===== config.mk =====
export PLATFORM = sky130hd
export DESIGN_NAME = matmul_stream_array
export DESIGN_NICKNAME = d
export VERILOG_FILES = /design/src/rtl/matmul_stream_array.sv
export SDC_FILE = /design/constraint.sdc
export NUM_CORES = 1
export LEC_CHECK = 0
export ABC_CLOCK_PERIOD_IN_PS = 5800
export CAP_MARGIN = 30
export CORE_UTILIZATION = 54
export CTS_CLUSTER_SIZE = 16
export DETAILED_ROUTE_END_ITERATION = 7
export PLACE_DENSITY_LB_ADDON = 0.08
export SYNTH_ARGS = -nofsm -noshare
export SYNTH_HDL_FRONTEND = slang
export SYNTH_SLANG_ARGS = --single-unit

===== constraint.sdc =====
create_clock -name clk_i -period 5.8 [get_ports clk_i]
set_clock_uncertainty 0.2 [all_clocks]
set_input_delay 0.58 -clock clk_i [delete_from_list [all_inputs] [get_ports clk_i]]
set_output_delay 0.58 -clock clk_i [all_outputs]
set_load 0.03 [all_outputs]

===== src/rtl/matmul_stream_array.sv =====
// Output-stationary N x N MAC array computing C = W*X over a programmable inner dimension,
// streamed in on valid/ready and unloaded row-major. Define MATMUL_STREAM_SIGNED_EN for signed.
module matmul_stream_array #(
  parameter int unsigned N  = 3,
  parameter int unsigned DW = 4,
  parameter int unsigned KW = 4,
  localparam int unsigned AW = 2 * DW + KW,
  localparam int unsigned IW = (N * N > 1) ? $clog2(N * N) : 1
) (
  input  logic            clk_i,
  input  logic            rst_ni,
  input  logic            start_i,
  input  logic [KW-1:0]   k_len_i,
  input  logic            in_valid_i,
  output logic            in_ready_o,
  input  logic [N*DW-1:0] w_vec_i,
  input  logic [N*DW-1:0] x_vec_i,
  output logic            out_valid_o,
  input  logic            out_ready_i,
  output logic [AW-1:0]   out_data_o,
  output logic [IW-1:0]   out_index_o,
  output logic            out_last_o,
  output logic            busy_o
);

  localparam logic [IW-1:0] LastIdx = IW'(N * N - 1);

  typedef enum logic [1:0] {StIdle, StAccum, StUnload} state_e;

  state_e          state_q, state_d;
  logic [KW-1:0]   k_len_q, k_len_d;
  logic [KW-1:0]   beat_q, beat_d;
  logic [IW-1:0]   idx_q, idx_d;
  logic            out_valid_q, out_valid_d;
  logic [AW-1:0]   acc_q [N*N];
  logic [AW-1:0]   acc_d [N*N];
  logic            accept;

  function automatic logic [AW-1:0] mac_prod(input logic [DW-1:0] a, input logic [DW-1:0] b);
`ifdef MATMUL_STREAM_SIGNED_EN
    logic [AW-1:0] a_ext;
    logic [AW-1:0] b_ext;
    a_ext = {{(AW - DW){a[DW-1]}}, a};
    b_ext = {{(AW - DW){b[DW-1]}}, b};
    return a_ext * b_ext;
`else
    return AW'(a) * AW'(b);
`endif
  endfunction

  assign in_ready_o = (state_q == StAccum);
  assign accept     = in_valid_i && in_ready_o;

  always_comb begin
    state_d     = state_q;
    k_len_d     = k_len_q;
    beat_d      = beat_q;
    idx_d       = idx_q;
    out_valid_d = out_valid_q;
    acc_d       = acc_q;
    unique case (state_q)
      StIdle: begin
        if (start_i) begin
          k_len_d = k_len_i;
          beat_d  = '0;
          for (int unsigned c = 0; c < N * N; c++) begin
            acc_d[c] = '0;
          end
          state_d = (k_len_i == '0) ? StUnload : StAccum;
        end
      end
      StAccum: begin
        if (accept) begin
          beat_d = beat_q + KW'(1);
          for (int unsigned i = 0; i < N; i++) begin
            for (int unsigned j = 0; j < N; j++) begin
              acc_d[i*N+j] = acc_q[i*N+j] + mac_prod(w_vec_i[i*DW +: DW], x_vec_i[j*DW +: DW]);
            end
          end
          if (beat_q == k_len_q - KW'(1)) begin
            state_d = StUnload;
          end
        end
      end
      StUnload: begin
        // First UNLOAD cycle only arms the output so the final beat's sums have settled.
        if (!out_valid_q) begin
          out_valid_d = 1'b1;
          idx_d       = '0;
        end else if (out_ready_i) begin
          if (idx_q == LastIdx) begin
            state_d     = StIdle;
            out_valid_d = 1'b0;
            idx_d       = '0;
          end else begin
            idx_d = idx_q + IW'(1);
          end
        end
      end
      default: state_d = StIdle;
    endcase
  end

  always_ff @(posedge clk_i) begin
    if (!rst_ni) begin
      state_q     <= StIdle;
      k_len_q     <= '0;
      beat_q      <= '0;
      idx_q       <= '0;
      out_valid_q <= 1'b0;
      for (int unsigned c = 0; c < N * N; c++) begin
        acc_q[c] <= '0;
      end
    end else begin
      state_q     <= state_d;
      k_len_q     <= k_len_d;
      beat_q      <= beat_d;
      idx_q       <= idx_d;
      out_valid_q <= out_valid_d;
      acc_q       <= acc_d;
    end
  end

  assign out_valid_o = out_valid_q;
  assign out_index_o = idx_q;
  assign out_data_o  = out_valid_q ? acc_q[idx_q] : '0;
  assign out_last_o  = out_valid_q && (idx_q == LastIdx);
  assign busy_o      = (state_q != StIdle);

endmodule


==> metrics.md, run 1 <==
| Metric | Value |
|---|---|
| Part of the power in registers | 0.292 |
| Sw Share | 0.347 |
| Worst Tran Pin Value | 1.03 ns |
| Post-route DRC | 0 |
| Worst-Skew Late Latency | 0.44 ns |
| Setup Fix Bufs, Post-CTS | 0 |
| Vias per inst | 5.84 |
| Fin util | 0.613 |
| Outcome | finished, final reports clean |
| CTS buffer count | 17 |
| Setup WS post-layout | 1.20 ns |
| GP Congestion | 0.876 |
| Layout cells sized above 1 | 0.0615 |
| Pre-CTS WS | 0.843 ns |
| Largest net degree at the start of global routing | 72 |
| Slew Limit Fails | 0 |
| Area fraction of the dominant cell type after synthesis | 0.188 |
| Drt pass-1 iters | 5 |
| Leak | 6.24 nW |
| Sink Count | 123 |
| Synth top area cells | dfxtp_1 19%, ha_1 16%, fa_1 12% |
| FP Rows | 56 |
| Final Setup Violations | 0 |
| GRT Util Overall | 0.303 |
| Yosys warns | 0 |
| #FFs+latches synth | 123 |
| Post-route ant nets | 0 |
| Fin nets | 1,829 |
| Worst min path class | register to register |
| Kind of critical path | input port to register |
| Critical path origin | x_vec_i[11] |
| Reg2reg end | acc_q[103] |
| Die area | 24,800 um2 |
| Critical-path maximum fanout | 12 |
| Sequential area share after synthesis | 0.188 |
| Pint | 2.03 mW |
| Port buffer count | 52 |
| Post-detail-place hpwl | 26,800 um |
| Worst r2r src | state_q[1] |
| Post-route clock period utilization | 0.793 |
| Clock share of power | 0.383 |
| Die width | 158 um |
| Cell count after placement | 1,849 |
| Final TNS setup | 0 ns |
| DR WL/cell | 18.9 um |
| Crit path required time | 5.91 ns |
| Fin crit period | 4.60 ns |
| EDFF count, synth | 0 |
| Initial core utilization | 0.554 |
| Worst slew margin | 0.311 |
| CP startpoint kind | input port |
| RSZ-0062 raised after global routing | false |
| Synth area leader | dfxtp_1 |
| Layout fillers | 2,118 |
| Cell count of the worst reg-to-reg path | 6 |
| Synth Instances | 1,538 |
| Clk slew on worst S/H paths | 0.06 ns |
| Maxcap violations | 0 |
| Syn_area_per_cell | 8.50 um2 |
| CTS max path bufs | 2 |
| Max frequency | 218 MHz |
| Post-cts sizing count | 0 |
| Async SR Flop Fraction | 0 |
| Initial antenna violation count | 1 |
| Vias in the first global route | 10,600 |
| First-pass GRT wire length | 56,800 um |
| Layout Cells excl Fill | 1,882 |
| Reg2reg setup slack | 2.51 ns |
| Switch Pwr | 1.08 mW |
| Final hold viol count | 0 |
| Syn nets | 1,818 |
| Number of hold buffers added after cts | 0 |
| Die height | 158 um |
| Critical path arrival | 4.71 ns |
| H-tree Lvls | 4 |
| Core Box Area | 23,600 um2 |
| Area delta synth->final | 10.7% |
| Top Ports | 53 |
| Comb power frac | 0.325 |
| CTS tree | yes |
| Pwr dens | 214 nW/um2 |
| Grt ovf | 0 |
| Post-synth top flop | dfxtp_1 |
| CTS Root Cell | clkbuf_16 |
| Vias | 11,000 |
| Worst setup EP type | register |
| Total Wirelength | 35,700 um |
| Unique masters post-synth | 58 |
| Synth Cell Area | 13,100 um2 |
| CP Capture Point | acc_q[11] |
| Max VDD drop | 0.000149 V |
| Initial DRC Count | 769 |
## layer usage
layer | wire length, um | global-route usage | share of wire
met5 | 0 | 0 | 0
met4 | 974 | 0.111 | 0.027
met2 | 16500 | 0.495 | 0.46
met1 | 16000 | 0.403 | 0.45
met3 | 2200 | 0.0509 | 0.062
## how the worst min path moves through the flow
stage | start | to | slack (ns) | cells past startpoint
3_3_place_gp | acc_q[35] | acc_q[35] | 0.27 | 2
2_1_floorplan | acc_q[30] | acc_q[30] | 0.24 | 2
5_1_grt | k_len_q[3] | k_len_q[3] | 0.30 | 2
3_5_place_dp | acc_q[42] | acc_q[42] | 0.28 | 2
6_report | acc_q[6] | acc_q[6] | 0.28 | 2
4_1_cts | k_len_q[3] | k_len_q[3] | 0.29 | 2
## flip-flops by register name (all words and copies together) (netlist names)
name / count
out_index_o: 4
state_q: 2
out_valid_o: 1
k_len_q: 4
acc_q: 108
beat_q: 4
## stage by stage
| step | power (mW) | cell area, um2 | hold slack, ns |
|---|---|---|---|
| 5_1_grt | 3.29 | 14500 | 0.304 |
| 2_1_floorplan | 1.67 | 13100 | 0.241 |
| 3_5_place_dp | 1.91 | 13800 | 0.277 |
| 4_1_cts | 3.11 | 14500 | 0.286 |
| 3_3_place_gp | 1.90 | 13800 | 0.266 |
| 6_report | 3.11 | 14500 | 0.284 |
## cell usage after synthesis, types with 24 or more instances
master / count
mux4_2: 24
clkbuf_1: 54
o21ai_0: 94
nor2b_1: 61
fa_1: 81
nand2_1: 106
nor3_1: 54
and2_1: 109
inv_1: 201
xnor2_1: 36
a22oi_1: 46
a21oi_1: 71
nor2_1: 39
ha_1: 166
dfxtp_1: 123
## critical path: stages
cell and delay [ns]:
clkdlybuf4s50_1 0.84, nand2_1 0.16, fa_1 0.53, fa_1 0.51, fa_1 0.51, inv_1 0.04, ha_1 0.35, a211oi_1 0.44
o21ai_0 0.18, a31oi_1 0.34, or3_1 0.16, a21oi_1 0.06
## power groups by stage
stage	Clock, mW	Sequential [mW]	Combinational, mW
3_5_place_dp	0	0.924	0.990
5_1_grt	1.24	0.909	1.14
2_1_floorplan	0	0.909	0.761
6_report	1.19	0.906	1.01
4_1_cts	1.20	0.905	1.01
3_3_place_gp	0	0.924	0.974
## cell usage in the layout (no fill, tap or decap), types with 6 or more instances in the layout
cell             count
inv_1              201
ha_1               166
dfxtp_1            121
and2_1             109
nand2_1            106
o21ai_0             94
fa_1                81
a21oi_1             71
nor2b_1             61
nor3_1              54
clkdlybuf4s50_1     51
a22oi_1             46
nor2_1              38
xnor2_1             36
mux4_2              24
xor2_1              23
a211oi_1            20
o21bai_1            19
nand3_1             19
or3_1               18
a21o_1              17
a31oi_1             17
clkbuf_16           17
and3_1              16
buf_4               15
mux2i_1             14
nand4_1             11
or4_1                9
o211ai_1             9
a21boi_0             7
or4b_4               6
a221oi_2             6
## cell type report
type,instances,area (um2),share of cell area
Antenna cell,1,2.50,0.000173
Clock buffer,19,443,0.0306
Clock inverter,13,191,0.0132
Inverter,201,754,0.0521
Multi-Input combinational cell,1138,9570,0.661
Sequential cell,123,2460,0.170
Tap cell,319,399,0.0276
Timing Repair Buffer,68,656,0.0453
## cell families (layout without fill, tap and decap cells)
kind of cell	after synthesis	count (layout)	synth area share
AND/OR/NAND/NOR	477	477	0.203
multiplexers	38	38	0.0520
buffers and inverters	277	301	0.0819
XOR/XNOR	59	59	0.0395
adder cells (fa/ha/maj)	247	247	0.283
flip-flops	123	123	0.188
other	0	1	0
AO/OA/AOI/OAI	317	317	0.153
Note: power is estimated with default switching activity, not from simulation.
==> run 2, diff against run 1 <==
Settings changed: ABC_CLOCK_PERIOD_IN_PS 5800 to 3700.
Clock period 5.8 ns to 3.7 ns, I/O delays scaled along.
==> run 2 against run 1 <==
Against the previous run: wire length increased by 9.5%; die area unchanged; combinational power increased by 100%; highest routed layer unchanged; critical path type unchanged; critical path depth increased by 1; first-iteration DRC count increased by 11%; non-clock buffer count increased by 197; sequential share of layout area decreased by 1.9 points; setup slack got worse by 1.1 ns; flip-flop and latch count unchanged.
==> metrics.md, run 2 (same netlist as run 1, synthesis figures left out) <==
| Metric | Value |
|---|---|
| Pre-CTS WS | -0.948 ns (-1.79 ns) |
| Final Setup Violations | 0 (unchanged) |
| Worst r2r src | acc_q[40] |
| Number of hold buffers added after cts | 0 (unchanged) |
| Max frequency | 275 MHz |
| Fin nets | 2,026 (+11%) |
| CTS Root Cell | clkbuf_16 |
| Critical-path maximum fanout | 9 (-3) |
| Total Wirelength | 39,000 um (+9.5%) |
| Kind of critical path | input port to register |
| Largest net degree at the start of global routing | 71 (-1.4%) |
| Worst slew margin | 0.513 (+0.202) |
| Fin util | 0.692 (+0.0790) |
| Commonest non-fill, non-tap cell in the layout | inv_1 |
| Crit path required time | 3.82 ns (-2.09 ns) |
| Drt pass-1 iters | 7 (+2) |
| Initial antenna violation count | 1 (unchanged) |
| Die width | 158 um (unchanged) |
| Die height | 158 um (unchanged) |
| Max stage delay on crit path | 0.56 ns (-0.28 ns) |
| FP Rows | 56 (unchanged) |
| Post-route ant nets | 0 (unchanged) |
| Die area | 24,800 um2 (unchanged) |
| Vias per inst | 5.77 (-1.1%) |
| Final hold viol count | 0 (unchanged) |
| Setup WS post-layout | 0.0625 ns (-1.14 ns) |
| Clk slew on worst S/H paths | 0.06 ns (about the same) |
| Vias in the first global route | 12,100 (+14%) |
| Post-route clock period utilization | 0.983 |
| Vias | 12,000 (+9.2%) |
| Area delta synth->final | 24.9% |
| Critical path arrival | 3.76 ns (-0.95 ns) |
| Worst Tran Pin Value | 0.730 ns (-0.303 ns) |
| Leak | 7.33 nW (+18%) |
| Slew Limit Fails | 0 (unchanged) |
| Outcome | finished, final reports clean |
| CTS tree | yes |
| Most frequent cells in the layout | 199 x inv_1, 196 x buf_4, 157 x ha_1, 121 x dfxtp_1, 107 x and2_1 |
| CTS max path bufs | 2 (unchanged) |
| Post-route DRC | 0 (unchanged) |
| Grt ovf | 0 (unchanged) |
| Number of flip-flops in the largest register | 108 (unchanged) |
| Final Total Pwr | 5.36 mW (+73%) |
| CP delay by family, top | adder cells |
| Fin crit period | 3.64 ns |
| WHS Path Cells | 2 (unchanged) |
| Core Box Area | 23,600 um2 (unchanged) |
| Reg2reg end | acc_q[47] |
| Pwr dens | 328 nW/um2 (+53%) |
| Initial DRC Count | 854 (+11%) |
| Crit path cell chain | clkdlybuf4s15_1 -> buf_12 -> nand2_1 -> fa_1 -> fa_1 -> fa_1 -> inv_2 -> ha_4 -> nor2b_4 -> o31ai_4 -> a21boi_2 -> or3_1 -> a32o_1 |
| Maxcap violations | 0 (unchanged) |
| Slowest library cell on the worst path | fa_1 |
| Max VDD drop | 0.000228 V (+53%) |
| Worst setup EP type | register |
| Layout cells sized above 1 | 0.194 (+0.132) |
| Largest Register | acc_q |
| Cell count of the worst reg-to-reg path | 11 (+5) |
| GRT Util Overall | 0.330 (+0.0267) |
| DR WL/cell | 18.8 um (-0.86%) |
| Worst-Skew Late Latency | 0.43 ns (about the same) |
| First-pass GRT wire length | 61,700 um (+8.7%) |
| Sink Count | 123 (unchanged) |
| H-tree Lvls | 4 (unchanged) |
| Top Ports | 53 (unchanged) |
| Post-detail-place hpwl | 29,400 um (+9.7%) |
| Most used cell, CP | fa_1 |
| Buf/Inv on CP | 3 (+1) |
| CTS buffer count | 17 (unchanged) |
| Worst min path class | register to register |
| GP Congestion | 0.879 (+0.26%) |
| CP startpoint kind | input port |
| Hold EP | k_len_q[3] |
| Reg2reg setup slack | 0.97 ns (-1.54 ns) |
| Initial core utilization | 0.554 (unchanged) |
| Port buffer count | 52 (unchanged) |
| Min-delay src | k_len_q[3] |
-- run 2: per-layer routing --
| layer | vias up | GRT usage | wire length [um] |
|---|---|---|---|
| met4 | 0 | 0.141 | 1380 |
| li1 | 5708 | - | - |
| met1 | 5857 | 0.402 | 16300 |
| met3 | 76 | 0.0523 | 2130 |
| met2 | 359 | 0.575 | 19300 |
| met5 | - | 0 | 0 |
-- run 2: worst min-delay path: cells and delay by family, from the launching register on --
| kind | cells | cell delay, ns |
|---|---|---|
| flops | 1 | 0.32 |
| simple gates | 1 | 0.05 |
| compound gates | 1 | 0.06 |
-- run 2: worst max-delay path by stage --
stage,startpoint,endpoint,slack [ns],cells after the start
after floorplan,w_vec_i[8],acc_q[23],0.008,12
after global placement,w_vec_i[9],acc_q[23],-0.97,12
after detailed placement,w_vec_i[9],acc_q[23],-0.95,12
after CTS,x_vec_i[1],acc_q[103],0.003,13
after global routing,w_vec_i[3],acc_q[105],-0.009,14
final,x_vec_i[1],acc_q[103],0.06,13
-- run 2: layout make-up --
type / instances / area, um2
tap: 319 / 399
antenna: 1 / 2.50
sequential: 123 / 2470
inverter: 201 / 754
fill: 1926 / 7270
timing repair buffer: 265 / 2250
clock buffer: 18 / 439
clock inverter: 14 / 209
multi-input combinational: 1138 / 9820
-- run 2: power by group --
part	switching, mW	internal (mW)	total, mW
logic	1.06	0.976	2.04
clock network	0.744	1.16	1.91
registers	0.0472	1.37	1.42
total	1.86	3.51	5.36
-- run 2: timing repair --
action,4_1_cts,5_1_grt
gates resized for setup,61,40
pin swaps,27,10
gates cloned,1,0
buffers inserted,7,1
setup endpoints to repair,54,32
-- run 2: metrics by stage --
step                cells  instance area [um2]   TNS, ns  hold slack, ns
floorplan            1538                13200         0           0.241
global placement     2035                15400    -39.02           0.263
detailed placement   2037                15400    -41.17           0.274
CTS                  2077                16300         0           0.283
global route         2078                16300  -0.00898           0.312
finish               2079                16300         0           0.280
==> run 3, diff against run 2 <==
Settings changed: SKIP_LAST_GASP set to 1.
==> results of run 3 <==
No change in the layout: final DEF, timing and power equal those of run 2.
